`config.mk`:
```
export PLATFORM = sky130hd
export DESIGN_NAME = ctrl_sequencer
export DESIGN_NICKNAME = d
export VERILOG_FILES = /design/src/rtl/ctrl_sequencer.sv
export SDC_FILE = /design/constraint.sdc
export NUM_CORES = 1
export LEC_CHECK = 0
export CORE_MARGIN = 5
export CORE_UTILIZATION = 49
export CTS_CLUSTER_DIAMETER = 100
export DETAILED_ROUTE_END_ITERATION = 7
export GPL_ROUTABILITY_DRIVEN = 0
export PLACE_DENSITY = 0.77
export SLEW_MARGIN = 10
export SYNTH_ARGS = -nofsm -noshare
export SYNTH_HDL_FRONTEND = slang
export SYNTH_SLANG_ARGS = --single-unit
```
`constraint.sdc`:
```
create_clock -name clk -period 2 [get_ports clk]
set_clock_uncertainty 0.1 [all_clocks]
set_input_delay 0.4 -clock clk [delete_from_list [all_inputs] [get_ports clk]]
set_output_delay 0.4 -clock clk [all_outputs]
set_load 0.005 [all_outputs]
```
`src/rtl/ctrl_sequencer.sv`:
```
// Frame sequencer for a two-row pixel readout: erase while idle, expose for a
// clamped number of cycles, then an 8-step readout of row 1 and row 2.
module ctrl_sequencer #(
    parameter int EX_MIN = 2,
    parameter int EX_MAX = 30
) (
    input  logic       clk,
    input  logic       reset,
    input  logic       exp_start,
    input  logic [4:0] init,
    output logic       erase,
    output logic       expose,
    output logic       nre_1,
    output logic       nre_2,
    output logic       adc,
    output logic       busy,
    output logic       done
);

    typedef enum logic [1:0] {
        IDLE     = 2'd0,
        EXPOSURE = 2'd1,
        READOUT  = 2'd2
    } state_t;

    localparam logic [4:0] MIN_N = 5'(EX_MIN);
    localparam logic [4:0] MAX_N = 5'(EX_MAX);

    state_t     state = IDLE;
    state_t     state_n;
    logic [4:0] exp_cnt;
    logic [4:0] exp_cnt_n;
    logic [2:0] step;
    logic [2:0] step_n;
    logic [4:0] init_clamped;

    always_comb begin
        if (init < MIN_N)
            init_clamped = MIN_N;
        else if (init > MAX_N)
            init_clamped = MAX_N;
        else
            init_clamped = init;
    end

    always_ff @(posedge clk) begin
        if (!reset) begin
            state   <= IDLE;
            exp_cnt <= 5'd0;
            step    <= 3'd0;
        end else begin
            state   <= state_n;
            exp_cnt <= exp_cnt_n;
            step    <= step_n;
        end
    end

    // exp_cnt holds the exposure cycles remaining, including the current one.
    always_comb begin
        state_n   = state;
        exp_cnt_n = exp_cnt;
        step_n    = step;
        case (state)
            IDLE: begin
                if (exp_start) begin
                    state_n   = EXPOSURE;
                    exp_cnt_n = init_clamped;
                end
            end
            EXPOSURE: begin
                if (exp_cnt <= 5'd1) begin
                    state_n   = READOUT;
                    exp_cnt_n = 5'd0;
                    step_n    = 3'd0;
                end else begin
                    exp_cnt_n = exp_cnt - 5'd1;
                end
            end
            READOUT: begin
                if (step == 3'd7) begin
                    state_n = IDLE;
                    step_n  = 3'd0;
                end else begin
                    step_n = step + 3'd1;
                end
            end
            default: begin
                state_n   = IDLE;
                exp_cnt_n = 5'd0;
                step_n    = 3'd0;
            end
        endcase
    end

    always_comb begin
        erase  = 1'b0;
        expose = 1'b0;
        nre_1  = 1'b1;
        nre_2  = 1'b1;
        adc    = 1'b0;
        busy   = 1'b1;
        done   = 1'b0;
        case (state)
            IDLE: begin
                erase = 1'b1;
                busy  = 1'b0;
            end
            EXPOSURE: expose = 1'b1;
            READOUT: begin
                // Each row gets two read-enable cycles, converting in the second.
                case (step)
                    3'd0: nre_1 = 1'b0;
                    3'd1: begin
                        nre_1 = 1'b0;
                        adc   = 1'b1;
                    end
                    3'd4: nre_2 = 1'b0;
                    3'd5: begin
                        nre_2 = 1'b0;
                        adc   = 1'b1;
                    end
                    3'd7: done = 1'b1;
                    default: ;
                endcase
            end
            default: begin
                erase = 1'b1;
                busy  = 1'b0;
            end
        endcase
    end

endmodule

```
Word-level counts from Yosys, hierarchy flattened
Index checks and enable logic that the tools add are counted.

$lt $le $gt $ge: 3. Add/sub/neg operators: 2. Reduce and logical (&&, ||, !) cells: 9. Bitwise gates (word level): 2. Muxes and demuxes: 23. Eq/ne operators: 9.

Operators with widths (number): $mux 5 (4); $pmux 5 s3 (1); $mux 1 (11); $eq 3x3->1 const B (3); $pmux 3 s3 (1); $reduce_or 2->1 (4); $mux 2 (3); $mux 3 (2); $ne 2x2->1 const B (3); $pmux 2 s3 (1); $gt 5x5->1 const B (1); $le 5x1->1 const B (1); $lt 5x2->1 const B (1); $sub 5x1->5 const B (1); $reduce_and 2->1 (2); $add 3x1->3 const B (1); $eq 3x1->1 const B (1); $logic_not 3->1 (1); $reduce_and 3->1 (1); $eq 2x1->1 const B (1); $eq 2x2->1 const B (1); $logic_not 2->1 (1); $not 1->1 (2).

Word-level logic and storage cells: 51. Input port bits: 8. Flip-flop bits (word level): 10. Output and inout port bits: 7.

Depth between registers and ports, before layout
Depth after elaboration: 5. Depth in mapped cells: 7. Mapped depth without buffers: 6.

Least setup slack after synthesis
No wires, ideal clock.

Kind: reg2reg. Start: reg exp_cnt[1]. End: reg exp_cnt[3]. Arrival time: 1.444 ns. Buffers on the path: 0. Required time: 1.821 ns. Library setup time: 0.079 ns. Path slack: 0.377 ns. Cell stages (with the launch flop): 7. Period minus slack after synthesis: 1.623 ns. Cell sequence: dfxtp_1 > inv_1 > ha_1 > o21bai_2 > a21bo_2 > or3_1 > o211ai_1.

Longest elaborated chain between the ends: 3. Elaborated cells between the ends (all ways): 4. Classes of those cells: add/sub: 1; order compare: 1; mux: 2.

RTL lines: from (decl) (RTL line 31) `logic [4:0] exp_cnt;`; from (signal assigned) (RTL line 53) `exp_cnt <= exp_cnt_n;`; $sub 5x1->5 / $le 5x1->1 (equally long branches) (RTL line 76, 71); $mux 5 * (RTL line 71) `if (exp_cnt <= 5'd1) begin`; $pmux 5 s3 * (RTL line 63) `case (state)`.

Every way passes the cells marked *; elsewhere a longest branch is shown, timed or not. A chain may end at the register's enable or synchronous reset.

Worst setup path after layout
Start: reg state[1]. End: out expose.

Longest elaborated chain between the ends: 2.

RTL lines: from (decl) (RTL line 29) `state_t state = IDLE;`; from (signal assigned) (RTL line 52) `state <= state_n;`; $eq 2x1->1 (RTL line 103) `case (state)`; $mux 1 (RTL line 103); to (decl) (RTL line 12) `output logic expose,`.

No other way between the ends.

==> impl_results.md <==
- Number of global-route vias before repair: just under 700
- Clock Root Buffer: clkbuf_4
- Max clock buf depth: 2
- Crit-path cells: inv_1 > ha_2 > clkdlybuf4s50_1
- FF/Latch Area: 205 um^2
- Core box area: approximately 1500 um^2
- Post-placement setup slack: 0.0565 ns
- Fin crit share: around 100%
- Post-Syn Area: between 700 and 800 um^2
- Fin nets: 130
- Metal1 wirelength: 726 um
- Final ANT Viol Nets: 0
- PD cells: approximately 1400 nW/um^2
- Total gr overflow: 0
- RSZ-0062 raised after global routing: true
- #FFs+latches synth: 10
- Die area: between 2000 and 2500 um^2
- Initial Utilization: 50.1%
- Slowest CP cell: clkdlybuf4s50_1
- Row count: 14
- Routed met2 length: 930 um
- Largest net degree at the start of global routing: 12
- Filler Cells Inserted: approximately 140
- Max_slew headroom: between 70% and 80%
- Post-synth net total: roughly 110
- Drt pass-1 iters: 4
- Total length of routed met3 wires: 82 um
- Final worst slack: about 0.032 ns
- Dpl cells: 120
- Async S/R FF share, synth: 0%
- Multi-input gate area: 510 um^2
- Routed WL: around 1800 um
- Die W: ~50 um
- CP max stage delay: 0.52 ns
- Worst-skew pair later-pin latency: about 0.27 ns
- Slew @ Worst Pin: around 0.36 ns
- Number of flops mapped to enable cells by yosys: 0
- ANT cells: 0
- Synth cell count leaders: dfxtp_1, ha_1, inv_1, nand2_1, o21ai_0
- Highest routed layer: met4
- Peak VDD IR: slightly below 0.8 mV
- Pins Over Slew Limit: 0
- CP startpoint kind: flop
- Worst-path clk slew: 0.06 ns
- CTS tree: yes
- Fin area: between 900 and 1000 um^2
- Sequential share of the synthesized area: 27.2%
- Crit Path Category: reg -> out
- First-pass GRT wire length: ~3000 um
- Setup crit end kind: primary output
- DRC violation count after routing: 0
- Leak: approximately 0.42 nW
- Synth top area cells: dfxtp_1, ha_1, inv_1, mux2i_1, o21ai_0
- Worst path required time: approximately 1.5 ns
- Syn avg cell area: slightly above 8 um^2
- Tot GR Track Use: 15.9%
- Fmax: slightly above 0.5 GHz
- Antenna violations before repair: 0
- Share of cells above drive strength 1: around a quarter
- Final Hold Vio Count: 0
- Die height: between 40 and 50 um
- HP Class: reg -> reg
- Fin crit period: roughly 2.0 ns
- Starting DRT DRC Count: 20
- Worst-path maximum fanout: 7
- Top cell type's share of synthesized area: 27.2%
- CTS sink cnt: 10
- H-Tree Depth: 1
- Buffers on Ports: 14
- Post-synth top area cell: dfxtp_1
- Status: completed
- Routed vias: between 700 and 800
- Synth warn: 0
- Hold Slack: approximately 0.39 ns
- Unique masters post-synth: 36
- Count leader, synth: dfxtp_1
- DP Wirelength: between 1000 and 1500 um
- DP Area: a little over 900 um^2
- Max Cap Violations: 0
- CTS buffer count: 3
- Synth Instances: slightly below 90
- Post-DR vias/cell: 5.77
- Area growth, synth to finish: 34.1%
- Pwr Total: 1.35 mW
- I/O pins: 15
- Ys flop type: dfxtp_1
- Final setup viols: 0
- Worst Path Arrival: between 1 and 1.5 ns
- Avg WL per Cell: 14.1 um
- Final Non-Filler Cells: 127
-- layer usage --
layer	global-route usage [%]	vias to the layer above
li1	-	369
met1	16.4	342
met2	28.9	17
met3	3.06	5
met4	9.42	0
met5	0	-
-- placed cells by master (no fill, tap or decap), drive strengths merged, types with 3 or more instances in the layout --
master	synthesis	routed
a21oi	4	4
and2	3	3
buf	1	8
clkbuf	2	3
clkdlybuf4s50	0	8
dfxtp	10	10
dlygate4sd2	0	5
ha	9	9
inv	9	9
mux2i	3	3
nand2	8	8
nor3	3	3
o21ai	6	6
-- cells by family after synthesis --
kind of cell             Yosys count  share of synthesized area, %
buffers and inverters             12                          6.28
AO/OA/AOI/OAI                     25                          23.8
flip-flops                        10                          27.2
multiplexers                       3                          4.07
AND/OR/NAND/NOR                   30                          23.4
adder cells (fa/ha/maj)            9                          15.3
-- area by class of cell --
cell class,count,area share (%)
multi-input combinational,67,51.6
sequential,10,20.8
timing repair buffer,22,19.9
inverter,9,3.42
clock buffer,3,2.28
tap,16,2.03
-- power by group --
group          switching, mW  internal, mW
Combinational          0.424         0.410
Clock                 0.0727        0.0698
Sequential             0.100         0.274
Total                  0.596         0.753
-- critical path, delay by kind of cell (launching register included) --
family / cells / cell delay (ns)
flops: 1 / 0.34
fa+ha+maj: 1 / 0.24
buf+inv: 2 / 0.61
-- sequential cells by signal, summed over array words and instances (netlist names) --
name	flops
state	2
exp_cnt	5
step	3
-- path summary, 6_finish.rpt --
check | from | end | slack, ns | cells past startpoint
setup / recovery | state[1] | expose | 0.03 | 3
hold / removal | step[1] | step[1] | 0.39 | 2
setup reg to reg | state[1] | exp_cnt[4] | 0.17 | 7
hold reg to reg | step[1] | step[1] | 0.39 | 2
-- repair_timing --
| action | CTS | global route |
|---|---|---|
| hold endpoints to repair | 0 | 0 |
| setup endpoints to repair | 6 | 3 |
| buffers inserted | 3 | 1 |
| hold buffers | 0 | 0 |
| pin swaps | 1 | 1 |
| gates resized for setup | 11 | 6 |
-- through the flow --
step / setup TNS, ns / utilization (%)
floorplan: 0 / -
global placement: 0 / 62.2
detailed placement: 0 / 62.2
CTS: 0 / 65.5
global route: -0.0702 / 67.2
finish: 0 / 67.2
Note: power is estimated with default switching activity, not from simulation.
